[src/rtl/pending_event_queue.sv]
// pending_event_queue
//   Collects single-cycle event pulses into a pending register and presents
//   the lowest-numbered eligible one (bit 0 = highest priority) on a
//   registered valid/ready output stage. It also keeps per-bit sticky
//   overflow flags and counts the events the consumer accepts.
//
// Ports
//   clk          rising-edge clock
//   reset        synchronous, active-high reset
//   ev_in        event pulses, sampled every cycle
//   ev_mask      per-bit enable (1 = enabled); masked pulses are dropped
//   out_valid    out_pos holds a valid event index
//   out_ready    consumer accepts when out_valid & out_ready
//   out_pos      index of the presented event
//   pending      pending register (events captured but not yet presented)
//   ovf_sticky   per-bit sticky overflow flags
//   ovf_clr      clears all of ovf_sticky (a same-cycle overflow still sets)
//   serviced_cnt count of accepted events, wraps at 2^CNT_W
module pending_event_queue #(
  parameter int unsigned WIDTH = 8,
  parameter int unsigned IDXW  = 3,
  parameter int unsigned CNT_W = 16
) (
  input  logic              clk,
  input  logic              reset,
  input  logic [WIDTH-1:0]  ev_in,
  input  logic [WIDTH-1:0]  ev_mask,
  output logic              out_valid,
  input  logic              out_ready,
  output logic [IDXW-1:0]   out_pos,
  output logic [WIDTH-1:0]  pending,
  output logic [WIDTH-1:0]  ovf_sticky,
  input  logic              ovf_clr,
  output logic [CNT_W-1:0]  serviced_cnt
);

  logic [WIDTH-1:0] pend_q, pend_d;
  logic             out_valid_q, out_valid_d;
  logic [IDXW-1:0]  out_pos_q, out_pos_d;
  logic [WIDTH-1:0] ovf_q, ovf_d;
  logic [CNT_W-1:0] cnt_q, cnt_d;

  logic [WIDTH-1:0] set_v;
  logic [WIDTH-1:0] elig;
  logic [WIDTH-1:0] load_sel;
  logic [IDXW-1:0]  sel_idx;
  logic             sel_found;
  logic             accept;
  logic             load;

  // Lowest set bit of the eligible vector.
  always_comb begin
    sel_found = 1'b0;
    sel_idx   = '0;
    for (int unsigned i = 0; i < WIDTH; i++) begin
      if (elig[i] && !sel_found) begin
        sel_found = 1'b1;
        sel_idx   = IDXW'(i);
      end
    end
  end

  always_comb begin
    set_v    = ev_in & ev_mask;
    elig     = pend_q & ev_mask;
    accept   = out_valid_q & out_ready;
    load     = (!out_valid_q | out_ready) & sel_found;

    load_sel = '0;
    if (load) begin
      load_sel[sel_idx] = 1'b1;
    end

    // A new pulse on the bit being loaded re-arms it rather than being lost.
    pend_d = (pend_q & ~load_sel) | set_v;

    // Clear first so that an overflow in the clearing cycle survives.
    ovf_d = ovf_clr ? '0 : ovf_q;
    ovf_d = ovf_d | (set_v & pend_q & ~load_sel);

    out_valid_d = out_valid_q;
    out_pos_d   = out_pos_q;
    if (load) begin
      out_valid_d = 1'b1;
      out_pos_d   = sel_idx;
    end else if (accept) begin
      out_valid_d = 1'b0;
    end

    cnt_d = accept ? cnt_q + 1'b1 : cnt_q;
  end

  always_ff @(posedge clk) begin
    if (reset) begin
      pend_q      <= '0;
      out_valid_q <= 1'b0;
      out_pos_q   <= '0;
      ovf_q       <= '0;
      cnt_q       <= '0;
    end else begin
      pend_q      <= pend_d;
      out_valid_q <= out_valid_d;
      out_pos_q   <= out_pos_d;
      ovf_q       <= ovf_d;
      cnt_q       <= cnt_d;
    end
  end

  assign out_valid    = out_valid_q;
  assign out_pos      = out_pos_q;
  assign pending      = pend_q;
  assign ovf_sticky   = ovf_q;
  assign serviced_cnt = cnt_q;

endmodule

[config.mk]
export PLATFORM = sky130hd
export DESIGN_NAME = pending_event_queue
export DESIGN_NICKNAME = d
export VERILOG_FILES = /design/src/rtl/pending_event_queue.sv
export SDC_FILE = /design/constraint.sdc
export NUM_CORES = 1
export LEC_CHECK = 0
export CORE_MARGIN = 5
export CORE_UTILIZATION = 40
export CTS_CLUSTER_DIAMETER = 120
export DETAILED_ROUTE_END_ITERATION = 6
export PLACE_DENSITY = 0.72
export REMOVE_ABC_BUFFERS = 1
export SLEW_MARGIN = 5
export SYNTH_ARGS = -nofsm -noshare
export SYNTH_HDL_FRONTEND = slang
export SYNTH_SLANG_ARGS = --single-unit
[constraint.sdc]
create_clock -name clk -period 3.1 [get_ports clk]
set_input_delay 0.31 -clock clk [delete_from_list [all_inputs] [get_ports clk]]
set_output_delay 0.31 -clock clk [all_outputs]
set_load 0.03 [all_outputs]
==> flow_metrics.env, run 1 <==
export IMPL_p_leak_nw=0.860
export IMPL_critPathKind="input pin to flop"
export IMPL_clk_path_buf_depth=2
export IMPL_port_buffers=55
export IMPL_place_inst=285
export IMPL_setup_tns_ns=0
export IMPL_r2r_start="serviced_cnt[0]$_SDFFE_PP0P_"
export IMPL_rsz0062_at_grt="false"
export IMPL_via_count=1516
export IMPL_crit_fanout=6
export IMPL_yosysMostFrequentCell="dfxtp_1"
export IMPL_status="completed"
export IMPL_n_antenna_cell=0
export IMPL_finalSetupViolCount=0
export IMPL_numCtsBuffers=5
export IMPL_endpoint_kind="flop"
export IMPL_grtUsageMet2_pct=27.0
export IMPL_fin_nets=263
export IMPL_final_instance_count_excl_fill=293
export IMPL_worstMarginPinSlew_ns=0.625
export IMPL_cts_tree="done"
export IMPL_via_per_inst=5.17
export IMPL_critical_path_arrival_ns=1.95
export IMPL_dieArea_um2=5390
export IMPL_die_h_um=73.5
export IMPL_p_total_mw=1.04
export IMPL_initial_core_util_pct=40.8
export IMPL_drt_antenna_violating_nets=0
export IMPL_slew_viol_final=0
export IMPL_worst_hold_path_type="flop to flop"
export IMPL_grt_pass1_vias=1484
export IMPL_core_area_um2=3940
export IMPL_synth_edf_count=0
export IMPL_skew_ns=0.00254
export IMPL_ir_drop_mv=0.289
export IMPL_drv_cap=0
export IMPL_period_share_pct=57.5
export IMPL_grt_pass1_wl_um=6600
export IMPL_io_pins=56
export IMPL_synth_top_cells_by_count="dfxtp_1 (36), nand2_1 (29), nor2_1 (25)"
export IMPL_grt_util_met1_pct=18.4
export IMPL_netlist_area_um2=1610
export IMPL_cts_hold_buf=0
export IMPL_ys_flop_type="dfxtp_1"
export IMPL_start_kind="input pin"
export IMPL_grt_max_degree=37
export IMPL_antenna_found_initial=0
export IMPL_cts_resized=0
export IMPL_htreeDepth=2
export IMPL_wire_per_inst_um=13.3
export IMPL_cts_root_buffer="clkbuf_8"
export IMPL_ys_seq_area_share_pct=44.8
export IMPL_startpoint="ev_mask[2]"
export IMPL_synth_top_area_cell="dfxtp_1"
export IMPL_drt_pre_antenna_iters=4
export IMPL_rows=23
export IMPL_die_w_um=73.5
export IMPL_max_freq_mhz=561
export IMPL_syn_area_per_cell_um2=8.75
export IMPL_netlist_area_leader_share_pct=44.8
export IMPL_clkLatencyLatePin_ns=0.28
export IMPL_gp_congestion=0.777
export IMPL_top_usage_layer="met2"
export IMPL_wirelength_um=3890
export IMPL_final_min_clock_period_ns=1.78
export IMPL_grt_use_met3_pct=5.20
export IMPL_cts_setup_buffers=0
export IMPL_yosys_warnings=0
export IMPL_hpwl_um=2930
export IMPL_synth_cell_types=39
export IMPL_hold_start="ovf_sticky[1]$_SDFF_PP0_"
export IMPL_drc=0
export IMPL_syn_to_final_growth_pct=43.0
export IMPL_crit_required_ns=3.27
export IMPL_cts_sinks=36
export IMPL_fin_util_pct=58.4
export IMPL_synth_ff_latch_count=36
export IMPL_maxSlewHeadroom_pct=58.3
export IMPL_clk_pin_slew_worst_paths_ns=0.07
export IMPL_postSynth_asyncResetShare_pct=0
export IMPL_grt_usage_pct=15.6
export IMPL_synthTopCellsByArea="dfxtp_1 (45%), nand2_1 (6.8%), xor2_1 (6.0%), nor2_1 (5.8%), a21oi_1 (4.4%)"
export IMPL_power_density_nw_per_um2=451
export IMPL_whs_ns=0.455
export IMPL_drtIter0Drc=97
export IMPL_drive_gt1_share_pct=5.76
export IMPL_hold_viol_final=0
export IMPL_netlist_instances=184
export IMPL_grt_overflow=0
==> final timing paths <==
check	to	slack (ns)	cells after the start
max	ovf_sticky[7]$_SDFF_PP0_	1.32	6
min	ovf_sticky[1]$_SDFF_PP0_	0.46	2
max reg2reg	serviced_cnt[12]$_SDFFE_PP0P_	1.39	6
min reg2reg	ovf_sticky[1]$_SDFF_PP0_	0.46	2
==> cells in the final DEF (no fill, tap or decap), types with 4 or more instances in the layout <==
cell type and count:
nand2_1 29, a211oi_1 4, xnor2_1 4, a21oi_1 14, nand4_1 4, o31ai_1 5, nand3_1 9, clkdlybuf4s50_1 55
dfxtp_1 36, xor2_1 11, clkbuf_8 6, nor2_1 25
==> report_power, final <==
group | switching (mW) | internal (mW) | total, mW
logic | 0.110 | 0.0891 | 0.199
registers | 0.0194 | 0.482 | 0.501
clock network | 0.156 | 0.181 | 0.337
total | 0.285 | 0.752 | 1.04
==> registers in the layout, summed over array words and instances (netlist names) <==
register / cells
out_pos: 3
out_valid: 1
ovf_sticky: 8
pending: 8
serviced_cnt: 16
==> per-stage QoR <==
step / setup WS (ns) / instance area (um2)
2_1_floorplan: 1.39 / 1590
3_3_place_gp: 1.07 / 2210
3_5_place_dp: 1.01 / 2210
4_1_cts: 1.30 / 2300
5_1_grt: 1.18 / 2300
6_report: 1.32 / 2300
==> worst max-delay path: stages <==
cell             delay (ns)
clkdlybuf4s50_1        0.45
a22oi_1                0.31
and2_2                 0.27
nor4b_4                0.33
a2bb2oi_1              0.20
o21ai_1                0.08
==> layer usage <==
layer | share of wire [%] | wire (um)
met1 | 41 | 1590
met2 | 50 | 1960
met3 | 7.5 | 292
met4 | 1.2 | 48
met5 | 0 | 0
==> logic make-up (layout without fill, tap and decap cells) <==
logic type / Yosys count / after routing / share of synthesized area (%)
AND/OR/NAND/NOR: 81 / 81 / 25.0
AO/OA/AOI/OAI: 43 / 43 / 19.4
flip-flops: 36 / 36 / 44.8
XOR/XNOR: 15 / 15 / 8.16
buffers and inverters: 8 / 67 / 1.86
adder cells (fa/ha/maj): 1 / 1 / 0.777
==> cell type report <==
cell class                 instances  area (um2)
fill                             391        1640
sequential                        36         721
inverter                           3        11.3
timing repair buffer              56         558
clock buffer                       8        90.1
tap                               50        62.6
multi-input combinational        140         860
(Power assumes the default switching activity.)
==> inputs of run 2 (changes only) <==
Settings changed: PLACE_DENSITY 0.72 to 0.75.
Clock period 3.1 ns to 1.6 ns, I/O delays scaled along.
==> run 2 against run 1 <==
Effect of this change:
- final cell count is 8.9% higher
- sequential cell count stayed put
- utilization is 6.5 points higher
- cell area is 11% higher
- register-to-register slack worse by 1.3 ns
- routed wire length is 11% higher
- clock skew is 0.0025 ns higher
- global-route usage is 1.4 points higher
- die area stayed put
- setup slack worse by 1.3 ns
- via count is 6.0% higher
- largest power group unchanged
==> flow_metrics.env, run 2 (same netlist as run 1, synthesis figures left out) <==
export IMPL_die_w_um=73.5
export IMPL_final_instance_count_excl_fill=319
export IMPL_drtIter0Drc=65
export IMPL_worst_path_buf_inv=1
export IMPL_cts_tree="done"
export IMPL_clkLatencyLatePin_ns=0.28
export IMPL_port_buffers=55
export IMPL_finalSetupViolCount=0
export IMPL_wirelength_um=4310
export IMPL_drc=0
export IMPL_fill_cells=347
export IMPL_grt_max_degree=33
export IMPL_worstMarginPinSlew_ns=0.633
export IMPL_crit_required_ns=1.44
export IMPL_clk_pin_slew_worst_paths_ns=0.07
export IMPL_numCtsBuffers=5
export IMPL_crit_chain="clkdlybuf4s50_1"
export IMPL_start_kind="flop"
export IMPL_slew_viol_final=0
export IMPL_grt_overflow=0
export IMPL_worst_hold_path_type="input pin to flop"
export IMPL_fin_nets=289
export IMPL_final_area_um2=2560
export IMPL_worstRegToRegCells=5
export IMPL_syn_to_final_growth_pct=59.0
export IMPL_ir_drop_mv=0.470
export IMPL_drt_pre_antenna_iters=4
export IMPL_critPathSlowestCell="clkdlybuf4s50_1"
export IMPL_place_inst=310
export IMPL_largest_register_ffs=16
export IMPL_initial_core_util_pct=40.8
export IMPL_rsz0062_at_grt="true"
export IMPL_status="completed"
export IMPL_clk_path_buf_depth=2
export IMPL_grt_pass1_wl_um=7280
export IMPL_path_delay_family="buffers and inverters"
export IMPL_power_density_nw_per_um2=816
export IMPL_drv_cap=0
export IMPL_slowest_delay_ns=0.70
export IMPL_gp_congestion=0.861
export IMPL_placed_area_um2=2410
export IMPL_skew_ns=0.00505
export IMPL_final_min_clock_period_ns=1.56
export IMPL_cts_sinks=36
export IMPL_cts_hold_buf=0
export IMPL_htreeDepth=2
export IMPL_max_freq_mhz=643
export IMPL_dieArea_um2=5390
export IMPL_period_share_pct=97.3
export IMPL_via_count=1607
export IMPL_critPathKind="flop to output pin"
export IMPL_hpwl_um=3250
export IMPL_setup_slack_ns=0.0437
export IMPL_final_common_cell="clkdlybuf4s50_1"
export IMPL_core_area_um2=3940
export IMPL_pre_cts_slack_ns=-0.380
export IMPL_wire_per_inst_um=13.5
export IMPL_whs_path_depth=3
export IMPL_whs_ns=0.266
export IMPL_n_antenna_cell=0
export IMPL_grt_usage_pct=17.0
export IMPL_critical_path_arrival_ns=1.40
export IMPL_p_total_mw=2.09
export IMPL_antenna_found_initial=0
export IMPL_via_per_inst=5.04
export IMPL_hold_viol_final=0
export IMPL_drive_gt1_share_pct=18.6
export IMPL_final_cell_mix="clkdlybuf4s50_1 (40), dfxtp_1 (33), nand2_1 (29), buf_4 (26), nor2_1 (25)"
export IMPL_io_pins=56
export IMPL_cts_root_buffer="clkbuf_8"
export IMPL_cp_depth=1
export IMPL_grt_pass1_vias=1630
export IMPL_rows=23
export IMPL_die_h_um=73.5
export IMPL_crit_fanout=5
export IMPL_endpoint_kind="output pin"
export IMPL_maxSlewHeadroom_pct=57.6
export IMPL_drt_antenna_violating_nets=0
export IMPL_p_leak_nw=1.20
==> run 2: area by class of cell <==
class	count	area [um2]	share of cell area, %
inverter	3	11.3	0.440
tap	50	62.6	2.44
multi-input combinational	140	881	34.4
sequential	36	724	28.3
clock buffer	6	82.6	3.23
clock inverter	2	10.0	0.391
timing repair buffer	82	788	30.8
==> run 2: where the power goes <==
part | total, mW | leakage, nW | internal (mW) | switching [mW]
clock | 0.668 | 0.0510 | 0.344 | 0.325
sequential | 0.968 | 0.294 | 0.934 | 0.0336
combinational | 0.452 | 0.852 | 0.216 | 0.236
==> run 2: worst reg2reg max path, cell delays in order, from the launching register on <==
cell,delay [ns]
dfxtp_1,0.37
nand2_1,0.09
a32o_1,0.27
a2bb2oi_2,0.29
nand2_1,0.17
a311oi_1,0.23
==> run 2: what timing repair did <==
| item | CTS | global route |
|---|---|---|
| gates resized for setup | 6 | 17 |
| buffers inserted | 0 | 1 |
| setup endpoints to repair | 10 | 22 |
| pin swaps | 0 | 2 |
==> run 2: final timing paths <==
| path | startpoint | endpoint | slack [ns] |
|---|---|---|---|
| max reg2reg | pending[2]$_SDFF_PP0_ | pending[7]$_SDFF_PP0_ | 0.09 |
| min | out_ready | serviced_cnt[1]$_SDFFE_PP0P_ | 0.27 |
| min reg2reg | ovf_sticky[0]$_SDFF_PP0_ | ovf_sticky[0]$_SDFF_PP0_ | 0.46 |
| max | out_valid$_SDFFE_PP0P_ | out_valid | 0.04 |
==> run 2: through the flow <==
| step | utilization (%) | setup TNS [ns] |
|---|---|---|
| floorplan | - | -0.322 |
| global placement | 61.2 | -4.43 |
| detailed placement | 61.2 | -5.95 |
| CTS | 63.7 | 0 |
| global route | 64.9 | -0.0167 |
| finish | 64.9 | 0 |
==> run 2: routing by layer <==
layer | vias to the layer above | GRT usage (%) | share of wire, %
li1 | 824 | - | -
met2 | 42 | 30.6 | 51
met1 | 738 | 19.8 | 42
met4 | 0 | 3.02 | 0.51
met3 | 3 | 5.34 | 6.4
met5 | - | 0 | 0
==> inputs of run 3 (changes only) <==
Settings changed: CAP_MARGIN set to 15, GPL_ROUTABILITY_DRIVEN set to 0.
==> results of run 3 <==
Final layout, timing and power as in run 2 (identical DEF).
